File: src/rtl/refcpu_fetch.sv
// Instruction fetch unit: holds the PC, issues one request at a time and hands words to decode.
// Optional REFCPU_FETCH_ALIGN_CHECK_EN turns a misaligned PC into an address-error slot instead of a bus request.
module refcpu_fetch #(
  parameter logic [31:0] RESET_PC = 32'hbfc0_0000
) (
  input  logic        clk,
  input  logic        reset,
  input  logic        redirect_valid,
  input  logic [31:0] redirect_pc,
  output logic        ireq_valid,
  output logic [31:0] ireq_addr,
  input  logic        ireq_addr_ok,
  input  logic        iresp_data_ok,
  input  logic [31:0] iresp_data,
  output logic        inst_valid,
  input  logic        inst_ready,
  output logic [31:0] inst_pc,
  output logic [31:0] inst,
  output logic        inst_adel
);

  typedef enum logic [1:0] {S_REQ, S_WAIT, S_HOLD, S_FLUSH} state_e;

  state_e      state_q, state_d;
  logic [31:0] pc_q, pc_d;
  logic [31:0] inst_q, inst_d;
  logic [31:0] inst_pc_q, inst_pc_d;
  logic        adel_q, adel_d;
  // Set for the cycle after each sampled reset so outputs stay quiet while reset is held.
  logic        rst_q;
  logic        misalign;
  logic        req_fire;

`ifdef REFCPU_FETCH_ALIGN_CHECK_EN
  assign misalign  = (pc_q[1:0] != 2'b00);
  assign ireq_addr = pc_q;
`else
  assign misalign  = 1'b0;
  assign ireq_addr = {pc_q[31:2], 2'b00};
`endif

  assign ireq_valid = (state_q == S_REQ) && !rst_q && !misalign;
  assign inst_valid = (state_q == S_HOLD);
  assign inst       = inst_q;
  assign inst_pc    = inst_pc_q;
  assign inst_adel  = adel_q;
  assign req_fire   = ireq_valid && ireq_addr_ok;

  always_ff @(posedge clk) begin
    if (reset) begin
      state_q   <= S_REQ;
      pc_q      <= RESET_PC;
      inst_q    <= 32'h0;
      inst_pc_q <= 32'h0;
      adel_q    <= 1'b0;
      rst_q     <= 1'b1;
    end else begin
      state_q   <= state_d;
      pc_q      <= pc_d;
      inst_q    <= inst_d;
      inst_pc_q <= inst_pc_d;
      adel_q    <= adel_d;
      rst_q     <= 1'b0;
    end
  end

  always_comb begin
    state_d   = state_q;
    pc_d      = pc_q;
    inst_d    = inst_q;
    inst_pc_d = inst_pc_q;
    adel_d    = adel_q;
    unique case (state_q)
      S_REQ: begin
        // Redirect wins; an address accepted in the same cycle must be flushed.
        if (redirect_valid) begin
          pc_d = redirect_pc;
          if (req_fire) state_d = S_FLUSH;
        end else if (req_fire) begin
          state_d = S_WAIT;
        end else if (misalign && !rst_q) begin
          state_d   = S_HOLD;
          inst_d    = 32'h0;
          inst_pc_d = pc_q;
          adel_d    = 1'b1;
        end
      end
      S_WAIT: begin
        if (redirect_valid) begin
          pc_d    = redirect_pc;
          state_d = iresp_data_ok ? S_REQ : S_FLUSH;
        end else if (iresp_data_ok) begin
          inst_d    = iresp_data;
          inst_pc_d = pc_q;
          adel_d    = 1'b0;
          state_d   = S_HOLD;
        end
      end
      S_HOLD: begin
        if (redirect_valid) begin
          pc_d    = redirect_pc;
          state_d = S_REQ;
        end else if (inst_ready) begin
          pc_d    = pc_q + 32'd4;
          state_d = S_REQ;
        end
      end
      S_FLUSH: begin
        if (redirect_valid) pc_d = redirect_pc;
        if (iresp_data_ok) state_d = S_REQ;
      end
      default: state_d = S_REQ;
    endcase
  end

endmodule

File: config.mk
export PLATFORM = sky130hd
export DESIGN_NAME = refcpu_fetch
export DESIGN_NICKNAME = d
export VERILOG_FILES = /design/src/rtl/refcpu_fetch.sv
export SDC_FILE = /design/constraint.sdc
export NUM_CORES = 1
export LEC_CHECK = 0
export ABC_AREA = 1
export CELL_PAD_IN_SITES_DETAIL_PLACEMENT = 1
export CELL_PAD_IN_SITES_GLOBAL_PLACEMENT = 2
export CORE_ASPECT_RATIO = 1.75
export CORE_MARGIN = 5
export CORE_UTILIZATION = 24
export CTS_CLUSTER_SIZE = 40
export DETAILED_ROUTE_END_ITERATION = 10
export HOLD_SLACK_MARGIN = 0.05
export PLACE_DENSITY_LB_ADDON = 0.05
export SYNTH_ARGS = -nofsm -noshare
export SYNTH_HDL_FRONTEND = slang
export SYNTH_SLANG_ARGS = --single-unit
export TNS_END_PERCENT = 50
File: constraint.sdc
create_clock -name clk -period 1.8 [get_ports clk]
set_input_delay 0.45 -clock clk [delete_from_list [all_inputs] [get_ports clk]]
set_output_delay 0.45 -clock clk [all_outputs]
set_load 0.01 [all_outputs]
==> results.toml, run 1 <==
[status]
status = "completed"

[floorplanning]
num_io_pins = 169
die_area_um2 = 23600
rows = 69
start_util_pct = 24.3
die_w_um = 118
core_area_um2 = 20300
dieHeight_um = 200

[synth]
syn_area_per_cell_um2 = 6.94
ys_warn_count = 0
yosysTopAreaCell = "dfxtp_1"
async_flop_share_pct = 0
synth-seq-cells = 99
synth_ff_type = "dfxtp_1"
synth_area_leaders = "dfxtp_1, nor2_1, o21ai_0, nand2_1, buf_4"
synth_top_area_share_pct = 40.2
yosysSeqAreaShare_pct = 40.2
synthTopCellsByCount = "nor2_1, dfxtp_1, nand2_1, o21ai_0, inv_1"
synth_cells = 711
synth-edff-count = 0
synthDistinctLibCells = 38
synth_most_common_cell = "nor2_1"
syn-cell-area_um2 = 4930

[detailed_routing]
wl_per_cell_um = 18.6
vias_per_cell = 4.66
vias = 5159
drc = 0
finalWirelength_mm = 20.6
drtAntennaViolNets = 0
drtIter0Drc = 135
dr.pass1.iters = 4

[hold_path]
min_path_type = "flip-flop to flip-flop"
hp-start = "inst_pc[0]"

[place]
place_congestion = 0.865
dp.cells = 1092
place_area_um2 = 6820
dp_hpwl_mm = 16.1
port_buffers = 165

[timing]
setup-violations-final = 0
rsz0062_at_grt = "yes"
fin_setup_tns_ps = 0
period_share_pct = 97.6
max_freq_ghz = 0.569
finalHoldViolCount = 0
hold_ws_ps = 486
skew_ps = 8.53
slew_violations = 0
layout_min_cycle_time_ps = 1760

[worst_setup_path]
slowest_stage = "clkdlybuf4s50_1"
crit_required_ps = 1350
cp-start-kind = "flip-flop"
crit_arrival_ps = 1310
crit_path_end_kind = "output port"
critical_path_class = "flip-flop to output port"
cp_cell_sequence = "clkdlybuf4s50_1"
slowest_delay_ps = 550
crit_buf_inv = 1
path_max_fanout = 7
critPathTopFamily = "buffers and inverters"
rr_startpoint = "pc_q[2]"
crit_start = "pc_q[23]"

[clock_tree]
h-tree-depth = 3
root_buffer = "clkbuf_16"
tritoncts = "built"
postCtsSetupRepairBufs = 0
clock_path_buffers = 2
clock-sinks = 99
path_clk_slew_ps = 70
clk_latency_ps = 360
cts_made_buffers = 9
ctsHoldBuffers = 0

[finish]
final_cell_area_um2 = 7150
drive_above_1_share_pct = 12.9
area_growth_pct = 45.0
antenna_cells = 0
nets = 926
fin_cells = 1108
n_fill_cell = 2528

[power_and_ir_drop]
ir_drop_mv = 0.492
powerDensity_nw_per_um2 = 957
leakage_uw = 0.00289

[global_routing]
grt.overflow.total = 0
grt_max_degree = 69
grt_pass1_wl_mm = 32.0
antenna_found_initial = 0
grt_use_total_pct = 17.5
grt_pass1_vias = 5441

[job]
drv_cap = 0
==> routing by layer <==
| layer | share of wire [%] | global-route usage (%) | up-vias | wire length [um] |
|---|---|---|---|---|
| met1 | 37 | 17.8 | 2474 | 7540 |
| met4 | 2.5 | 6.21 | 0 | 508 |
| li1 | - | - | 2558 | - |
| met2 | 57 | 34.7 | 105 | 11700 |
| met5 | 0 | 0 | - | 0 |
| met3 | 3.9 | 3.60 | 22 | 801 |
==> final cells by class <==
cell class | count | area [um2] | area share (%)
clock buffer | 13 | 270 | 3.78
multi-input combinational | 492 | 2340 | 32.7
sequential | 99 | 2020 | 28.2
timing repair buffer | 199 | 1990 | 27.9
tap | 248 | 310 | 4.34
clock inverter | 3 | 21.3 | 0.297
inverter | 54 | 203 | 2.83
==> worst paths after layout <==
kind         cells past startpoint            end  slack, ps
max                              1  ireq_addr[23]         40
min                              2     inst_pc[0]        490
max reg2reg                     10       pc_q[22]        200
min reg2reg                      2     inst_pc[0]        490
==> logic make-up after synthesis <==
| family | Yosys count | share of synthesized area [%] |
|---|---|---|
| other | 1 | 0.0760 |
| adders and majority gates | 1 | 0.254 |
| and+or+nand+nor | 339 | 30.5 |
| AOI/OAI and AO/OA | 149 | 16.3 |
| DFF | 99 | 40.2 |
| buffers and inverters | 122 | 12.8 |
==> placed cells by master (no fill, tap or decap), types with 6 or more instances in the layout <==
cell,n
clkbuf_16,9
nand2_2,8
dfxtp_1,82
dlygate4sd2_1,17
nand4_1,8
nor2_2,9
a21oi_1,40
nor3_1,11
buf_12,7
nor2_1,150
inv_1,45
nand2_1,95
nand3_1,40
dfxtp_4,6
inv_2,9
buf_4,27
dlymetal6s2s_1,8
clkdlybuf4s50_1,139
o21ai_0,86
dfxtp_2,11
o211ai_1,7
==> report_power, final <==
part / switching (uW) / internal [uW] / total [uW]
clock: 906 / 1050 / 1960
combinational: 1150 / 1010 / 2160
sequential: 237 / 2490 / 2730
total: 2290 / 4560 / 6850
==> state kept, by name, indices dropped and copies added (netlist names) <==
register and count:
rst_q 1, inst_pc 32, state_q 2, pc_q 32, inst 32
==> stage by stage <==
| stage | setup WS (ps) | power (uW) | util [%] |
|---|---|---|---|
| after floorplan | 356 | 3850 | - |
| after CTS | 1.23 | 7000 | 35.1 |
| after detailed placement | -134 | 5020 | 33.6 |
| after global routing | -13.8 | 7320 | 35.3 |
| after global placement | -108 | 4960 | 33.6 |
| final | 42.3 | 6850 | 35.3 |
==> repair_timing <==
item,CTS,global route
resized for setup,42,12
setup endpoints to repair,29,10
gates cloned,0,0
Power figures use the tool's default switching activity.
==> inputs of run 2 (changes only) <==
--- a/config.mk
+++ b/config.mk
@@ -7,10 +7,10 @@
 export LEC_CHECK = 0
 export ABC_AREA = 1
 export CELL_PAD_IN_SITES_DETAIL_PLACEMENT = 1
-export CELL_PAD_IN_SITES_GLOBAL_PLACEMENT = 2
-export CORE_ASPECT_RATIO = 1.75
+export CELL_PAD_IN_SITES_GLOBAL_PLACEMENT = 1
+export CORE_ASPECT_RATIO = 0.7
 export CORE_MARGIN = 5
-export CORE_UTILIZATION = 24
+export CORE_UTILIZATION = 32
 export CTS_CLUSTER_SIZE = 40
 export DETAILED_ROUTE_END_ITERATION = 10
 export HOLD_SLACK_MARGIN = 0.05
==> run 2 against run 1 <==
Worst hold slack improved by 0.79 ps. Critical path type unchanged. Non-clock buffer count is 5 lower. Final area shrank 0.96%.
==> results.toml, run 2 (synthesis gave the netlist of run 1 again) <==
[worst_setup_path]
slowest_stage = "clkdlybuf4s50_1"
crit_path_end_kind = "output port"
critical_path_class = "flip-flop to output port"
crit_arrival_ps = 1310
cp-start-kind = "flip-flop"
crit_required_ps = 1350
slowest_delay_ps = 560
crit_buf_inv = 1
path_max_fanout = 5
cp_cell_sequence = "clkdlybuf4s50_1"
critPathTopFamily = "buffers and inverters"

[finish]
layout_commonest_cell = "nor2_1"
postLayoutCoreUtil_pct = 46.3
multi_input_area_um2 = 2330
regArea_um2 = 2010
final_cell_mix = "nor2_1, clkdlybuf4s50_1, nand2_1, o21ai_0, dfxtp_1"
final_cell_area_um2 = 7080
area_growth_pct = 43.6
n_fill_cell = 1910
drive_above_1_share_pct = 12.3
nets = 921
fin_cells = 1055
antenna_cells = 0

[timing]
period_share_pct = 97.5
finalHoldViolCount = 0
skew_ps = 4.07
slew_violations = 0
setup-violations-final = 0
layout_min_cycle_time_ps = 1760
fin_setup_tns_ps = 0
rsz0062_at_grt = "no"
setup_ws_ps = 44.6
max_freq_ghz = 0.570

[detailed_routing]
finalWirelength_mm = 18.1
drc = 0
drtIter0Drc = 221
wl_per_cell_um = 17.2
vias = 5128
drtAntennaViolNets = 0
dr.pass1.iters = 4
vias_per_cell = 4.86

[power_and_ir_drop]
ir_drop_mv = 0.444
leakage_uw = 0.00288
powerDensity_nw_per_um2 = 986

[clock_tree]
ctsHoldBuffers = 0
tritoncts = "built"
root_buffer = "clkbuf_16"
clock_path_buffers = 2
clk_latency_ps = 350
cts_made_buffers = 9
path_clk_slew_ps = 70
clock-sinks = 99
h-tree-depth = 3

[floorplanning]
die_area_um2 = 18000
rows = 38
dieHeight_um = 114
start_util_pct = 32.2
die_w_um = 158
core_area_um2 = 15300
num_io_pins = 169

[job]
drv_cap = 0

[global_routing]
grt_pass1_wl_mm = 28.4
grt.overflow.total = 0
antenna_found_initial = 0
grt_pass1_vias = 5234
grt_use_total_pct = 20.0
grt_max_degree = 60

[place]
dp.cells = 1039
port_buffers = 165
place_area_um2 = 6720
place_congestion = 0.844
dp_slack_ps = -156
dp_hpwl_mm = 14.0

[hold_path]
min_path_type = "flip-flop to flip-flop"

[status]
status = "completed"
## run 2: cell types whose count changed in the layout (fill, tap and decap cells not counted), moves of 2 or more
cell and delta:
clkbuf_8 -3, dlygate4sd2_1 -7, bufinv_16 +2, dfxtp_2 +3, dfxtp_4 -2, clkdlybuf4s50_1 +7
buf_4 -5
## run 2: through the flow
stage	hold WS, ps	power (uW)
after floorplan	471	3850
after global placement	464	4860
after detailed placement	477	4930
after CTS	493	7060
after global routing	519	7400
final	486	6990
## run 2: path summary, 6_finish.rpt
kind               start            end  slack (ps)  depth (start not counted)
max             pc_q[12]  ireq_addr[12]          40                          1
min          inst_pc[13]    inst_pc[13]         490                          2
max reg2reg      pc_q[7]       pc_q[19]         200                          8
min reg2reg  inst_pc[13]    inst_pc[13]         490                          2
## run 2: layout make-up
type | count | share of cell area (%)
clock inverters | 5 | 1.20
inverters | 54 | 2.86
well taps | 200 | 3.53
clock buffers | 11 | 3.29
flip-flops and latches | 99 | 28.4
multi-input cells | 492 | 32.9
repair buffers | 194 | 27.7
## run 2: per-layer routing
layer / up-vias / share of wire, % / GRT usage [%]
met3: 10 / 7.2 / 4.93
li1: 2560 / - / -
met4: 0 / 0.71 / 3.41
met1: 2428 / 49 / 29.1
met2: 130 / 43 / 30.4
met5: - / 0 / 0
## run 2: where the power goes
part           leakage [uW]  switching [uW]  internal, uW
logic               0.00191            1120          1010
registers          0.000814             248          2490
clock network      0.000156             885          1230
total               0.00288            2250          4740
## run 2: what timing repair did
action	CTS	global route
endpoints found under the hold margin	0	0
setup endpoints to repair	26	11
buffers inserted	0	0
gates resized for setup	32	13
